`config.mk`:
```
export PLATFORM = sky130hd
export DESIGN_NAME = switch_input_conditioner
export DESIGN_NICKNAME = d
export VERILOG_FILES = /design/src/rtl/switch_input_conditioner.sv
export SDC_FILE = /design/constraint.sdc
export NUM_CORES = 1
export LEC_CHECK = 0
export BUFFER_PORTS_ARGS = -buffer_cell sky130_fd_sc_hd__buf_2
export CORE_UTILIZATION = 45
export DETAILED_ROUTE_END_ITERATION = 12
export GPL_TIMING_DRIVEN = 0
export SYNTH_ARGS = -nofsm -noshare
export SYNTH_HDL_FRONTEND = slang
export SYNTH_SLANG_ARGS = --single-unit
```
`constraint.sdc`:
```
create_clock -name i_Clk -period 3.8 [get_ports i_Clk]
set_clock_uncertainty 0.15 [all_clocks]
set_input_delay 0 -clock i_Clk [delete_from_list [all_inputs] [get_ports i_Clk]]
set_output_delay 0 -clock i_Clk [all_outputs]
set_load 0.01 [all_outputs]
```
`src/rtl/switch_input_conditioner.sv`:
```
// switch_input_conditioner: N independent push-button channels.
// Each channel synchronises, debounces, and produces press and release pulses,
// a toggle bit, and auto-repeat pulses while the button is held.
//
// Ports:
//   i_Clk      system clock
//   i_Reset    synchronous, active-high reset
//   i_Switch   raw asynchronous switch inputs (1 = pressed)
//   o_Level    debounced level
//   o_Press    1-cycle pulse on debounced 0->1
//   o_Release  1-cycle pulse on debounced 1->0
//   o_Toggle   flips on every press
//   o_Repeat   1-cycle auto-repeat pulses while held (tied 0 if REPEAT_DELAY == 0)
module switch_input_conditioner #(
  parameter int unsigned NUM_SWITCHES   = 4,
  parameter int unsigned DEBOUNCE_LIMIT = 250000,
  parameter int unsigned REPEAT_DELAY   = 12500000,
  parameter int unsigned REPEAT_RATE    = 2500000
) (
  input  logic                    i_Clk,
  input  logic                    i_Reset,
  input  logic [NUM_SWITCHES-1:0] i_Switch,
  output logic [NUM_SWITCHES-1:0] o_Level,
  output logic [NUM_SWITCHES-1:0] o_Press,
  output logic [NUM_SWITCHES-1:0] o_Release,
  output logic [NUM_SWITCHES-1:0] o_Toggle,
  output logic [NUM_SWITCHES-1:0] o_Repeat
);

  localparam int unsigned DB_W = $clog2(DEBOUNCE_LIMIT + 1);

  logic [NUM_SWITCHES-1:0] sync_meta;
  logic [NUM_SWITCHES-1:0] sync_q;

  // Two-flop synchroniser for the raw inputs
  always_ff @(posedge i_Clk) begin
    if (i_Reset) begin
      sync_meta <= '0;
      sync_q    <= '0;
    end else begin
      sync_meta <= i_Switch;
      sync_q    <= sync_meta;
    end
  end

  genvar ch;
  generate
    for (ch = 0; ch < NUM_SWITCHES; ch++) begin : g_ch
      logic [DB_W-1:0] db_cnt;
      logic [DB_W-1:0] db_cnt_next;
      logic            level_q, level_next;
      logic            press_q, press_next;
      logic            release_q, release_next;
      logic            toggle_q, toggle_next;

      // Debounce: accept the synchronised value once it has differed from
      // the current level for DEBOUNCE_LIMIT consecutive cycles
      always_comb begin
        db_cnt_next  = db_cnt;
        level_next   = level_q;
        press_next   = 1'b0;
        release_next = 1'b0;
        toggle_next  = toggle_q;
        if (sync_q[ch] == level_q) begin
          db_cnt_next = '0;
        end else if (db_cnt == DB_W'(DEBOUNCE_LIMIT - 1)) begin
          db_cnt_next  = '0;
          level_next   = sync_q[ch];
          press_next   = sync_q[ch];
          release_next = ~sync_q[ch];
          if (sync_q[ch]) begin
            toggle_next = ~toggle_q;
          end
        end else begin
          db_cnt_next = db_cnt + DB_W'(1);
        end
      end

      always_ff @(posedge i_Clk) begin
        if (i_Reset) begin
          db_cnt    <= '0;
          level_q   <= 1'b0;
          press_q   <= 1'b0;
          release_q <= 1'b0;
          toggle_q  <= 1'b0;
        end else begin
          db_cnt    <= db_cnt_next;
          level_q   <= level_next;
          press_q   <= press_next;
          release_q <= release_next;
          toggle_q  <= toggle_next;
        end
      end

      assign o_Level[ch]   = level_q;
      assign o_Press[ch]   = press_q;
      assign o_Release[ch] = release_q;
      assign o_Toggle[ch]  = toggle_q;

      if (REPEAT_DELAY == 0) begin : g_no_repeat
        assign o_Repeat[ch] = 1'b0;
      end else begin : g_repeat
        localparam int unsigned HOLD_MAX =
          (REPEAT_DELAY > REPEAT_RATE) ? REPEAT_DELAY : REPEAT_RATE;
        localparam int unsigned HW = $clog2(HOLD_MAX + 1);
        localparam logic [0:0] WAIT_DELAY = 1'b0;
        localparam logic [0:0] REPEATING  = 1'b1;

        logic [HW-1:0] hold_cnt, hold_cnt_next;
        logic [0:0]    phase_q, phase_next;
        logic          repeat_q, repeat_next;

        // Hold timer; idles while released, and a release edge clears it
        // without emitting a pulse alongside the falling level
        always_comb begin
          hold_cnt_next = hold_cnt;
          phase_next    = phase_q;
          repeat_next   = 1'b0;
          if (!level_q || release_next) begin
            hold_cnt_next = '0;
            phase_next    = WAIT_DELAY;
          end else if (phase_q == WAIT_DELAY &&
                       hold_cnt == HW'(REPEAT_DELAY - 1)) begin
            repeat_next   = 1'b1;
            hold_cnt_next = '0;
            phase_next    = REPEATING;
          end else if (phase_q == REPEATING &&
                       hold_cnt == HW'(REPEAT_RATE - 1)) begin
            repeat_next   = 1'b1;
            hold_cnt_next = '0;
          end else begin
            hold_cnt_next = hold_cnt + HW'(1);
          end
        end

        always_ff @(posedge i_Clk) begin
          if (i_Reset) begin
            hold_cnt <= '0;
            phase_q  <= WAIT_DELAY;
            repeat_q <= 1'b0;
          end else begin
            hold_cnt <= hold_cnt_next;
            phase_q  <= phase_next;
            repeat_q <= repeat_next;
          end
        end

        assign o_Repeat[ch] = repeat_q;
      end
    end
  endgenerate

endmodule

```
==> metrics.csv <==
metric,value,unit
status,completed,
Vias,7502,
worst vdd ir,254,uV
IO buf count,25,
#FFs+latches synth,200,
Final period util,76.5,%
unrepaired setup endpoints after global routing,false,
post-route cell area,10400,sq um
Worst Path Arrival,3050,ps
FF-to-FF Start,g_ch[3].db_cnt[0]$_SDFF_PP0_,
Yosys cell types,53,
pre-CTS WS,883,ps
Clock Latency Late Sink,430,ps
Max Clk Rate,344,MHz
hold wc startpoint,i_Switch[3],
Core ar.,20200,sq um
FP Rows,52,
total grt overflow,0,
Post-synth EDFFs,0,
Post-synth ARST share,0,%
clk root buf,clkbuf_16,
initial core utilization,46.0,%
synthesized cell area,9300,sq um
Largest Register,g_ch.g_repeat.hold_cnt,
Area Growth Syn to Fin,11.7,%
Synth Instances,1058,
Final Util,51.4,%
CTS buffer count,17,
Final TNS setup,0,ps
Placer Congestion,0.789,
vias in the first global route,6963,
DRC,0,
Mapped Nets,1076,
mean routed wirelength per cell,13.1,um
hold path depth,3,
largest registers,"g_ch.g_repeat.hold_cnt (96), g_ch.db_cnt (72)",
vias per cell,5.40,
ys flop type,dfxtp_1,
CP Max Fanout,10,
CTS tree,built,
CP top delay family,simple AND/OR/NAND/NOR gates,
count of max-cap constraint violations,0,
max_slew headroom,51.4,%
CP Class,register to register,
Synth top area share,43.0,%
Worst Setup Start Kind,register,
Hold Crit Endpoint,sync_meta[3]$_SDFF_PP0_,
Slowest cell on crit path,o41ai_4,
CP Capture Type,register,
# IOs,26,
Slew @ Worst Pin,724,ps
max incr delay on CP,630,ps
post-synthesis area per instance,8.79,sq um
fin crit period,2910,ps
CP bufs+invs,2,
initial antenna violation count,0,
largest area contributor in the synthesized netlist,dfxtp_1,
DIE HEIGHT,146,um
Sink Count,200,
"top cells by area, synth","dfxtp_1, xnor2_1, xor2_1",
clock buffer depth,2,
Synth Warn #,0,
total wire length,18200,um
CP required,3940,ps
cell count of the worst reg-to-reg path,7,
Placement Cell Area,9770,sq um
first-pass GRT wire length,32500,um
worst r2r dst,g_ch[3].g_repeat.hold_cnt[4]$_SDFF_PP0_,
H-tree lvl count,4,
Routed Antenna Nets,0,
R2R Setup Slk,890,ps
Die X,146,um
DRT iter0 DRCs,270,
nets@finish,1125,
number of flip-flops in the largest register,96,
hold slack,177,ps
layout cell share with drive strength beyond 1,9.91,%
Antenna diodes,0,
CP Cell Sequence,"ha_1, nand3_1, or4_1, clkbuf_1, o41ai_4, buf_2, nor3_1",
Final Max Slew Viols,0,
Post-DP HPWL,12800,um
"CTS clk-pin slew, worst paths",70,ps
Hold Crit Class,input port to register,
GRT Util Overall,18.0,%
DR pass1 iterations,4,
sequential fraction of the synthesis area,43.0,%
Hold Fails Final Rpt,0,
area of the die,21300,sq um
Leakage,3.04,nW
pin count of the biggest net entering global routing,18,
Cell Pwr Density,377,nW/um^2
# Post-CTS Setup Buffers,0,
setup ws final,892,ps
final setup vio count,0,
-- cells in the mapped netlist (36+ instances only) --
master and n:
a211oi_1 37, dfxtp_1 200, inv_1 36, nand2_1 50
nand3_1 63, nand4_1 47, nor2_1 83, nor3_1 73
o21ai_0 36, or3_1 37, or4_1 37, xnor2_1 55
xor2_1 43
-- routing by layer --
metal	track usage, %	share of wire (%)	up-vias
li1	-	-	3937
met1	24.1	51	3501
met2	29.8	46	60
met3	3.76	2.1	4
met4	3.84	0.44	0
met5	0	0	-
-- cell usage in the layout, fill, tap and decap left out, types with 17 or more instances in the layout --
cell type,synthesis,final
a211oi_1,37,37
a21oi_1,27,27
and3_1,19,19
buf_2,6,31
buf_4,22,22
clkbuf_1,33,34
clkbuf_16,0,17
dfxtp_1,200,200
inv_1,36,36
nand2_1,50,50
nand3_1,63,63
nand4_1,47,47
nor2_1,83,83
nor3_1,73,73
nor4_1,21,21
o21ai_0,36,36
o31ai_1,22,22
or3_1,37,37
or4_1,37,37
xnor2_1,55,55
xor2_1,43,43
-- where the power goes --
group | total [mW] | switching, mW | internal, mW | leakage (nW)
Combinational | 0.0303 | 0.0181 | 0.0122 | 1.15
Clock | 1.78 | 0.808 | 0.976 | 0.277
Sequential | 2.10 | 0.00421 | 2.10 | 1.61
Total | 3.92 | 0.831 | 3.09 | 3.04
-- repair_timing --
action                                 CTS  global route
endpoints found under the hold margin   32             0
resized for setup                        0             0
hold buffers                             5             0
-- how the worst max path moves through the flow --
| stage | from | cells after the start | endpoint | slack, ps |
|---|---|---|---|---|
| floorplan | g_ch[3].db_cnt[0]$_SDFF_PP0_ | 7 | g_ch[3].g_repeat.hold_cnt[2]$_SDFF_PP0_ | 1430 |
| global placement | g_ch[3].db_cnt[0]$_SDFF_PP0_ | 7 | g_ch[3].db_cnt[12]$_SDFF_PP0_ | 870 |
| global route | g_ch[3].db_cnt[0]$_SDFF_PP0_ | 7 | g_ch[3].db_cnt[13]$_SDFF_PP0_ | 620 |
| CTS | g_ch[3].db_cnt[0]$_SDFF_PP0_ | 7 | g_ch[3].g_repeat.hold_cnt[3]$_SDFF_PP0_ | 870 |
| detailed placement | g_ch[3].db_cnt[0]$_SDFF_PP0_ | 7 | g_ch[3].g_repeat.hold_cnt[4]$_SDFF_PP0_ | 880 |
| finish | g_ch[3].db_cnt[0]$_SDFF_PP0_ | 7 | g_ch[3].g_repeat.hold_cnt[4]$_SDFF_PP0_ | 890 |
-- logic make-up (layout without fill, tap and decap cells) --
kind of cell	count (synthesis)	in the layout	synth area share [%]
DFF	200	200	43.0
muxes	1	1	0.121
buffers and inverters	103	165	5.31
adders and majority gates	12	12	1.61
AOI/OAI and AO/OA	137	137	10.2
and+or+nand+nor	507	507	30.5
xor gates and xnor gates	98	98	9.23
-- metrics by stage --
step | instances | power [mW]
after floorplan | 1058 | 2.17
after global placement | 1353 | 2.18
after detailed placement | 1353 | 2.18
after CTS | 1390 | 3.98
after global routing | 1390 | 4.08
final | 1390 | 3.92
-- worst register-to-register path, delay by kind of cell, from the launching register on --
kind | cells | cell delay (ps)
compound gates | 1 | 630
fa+ha+maj | 1 | 220
buf+inv | 2 | 560
flops | 1 | 370
simple gates | 3 | 840
-- final cells by class --
class	instances	area [sq um]
Multi-Input combinational cell	755	4810
Clock inverter	14	146
Sequential cell	200	4000
Tap cell	270	338
Inverter	36	135
Clock buffer	18	429
Fill cell	1939	9840
Timing Repair Buffer	30	175
Buffer	67	359
(Power assumes the default switching activity.)
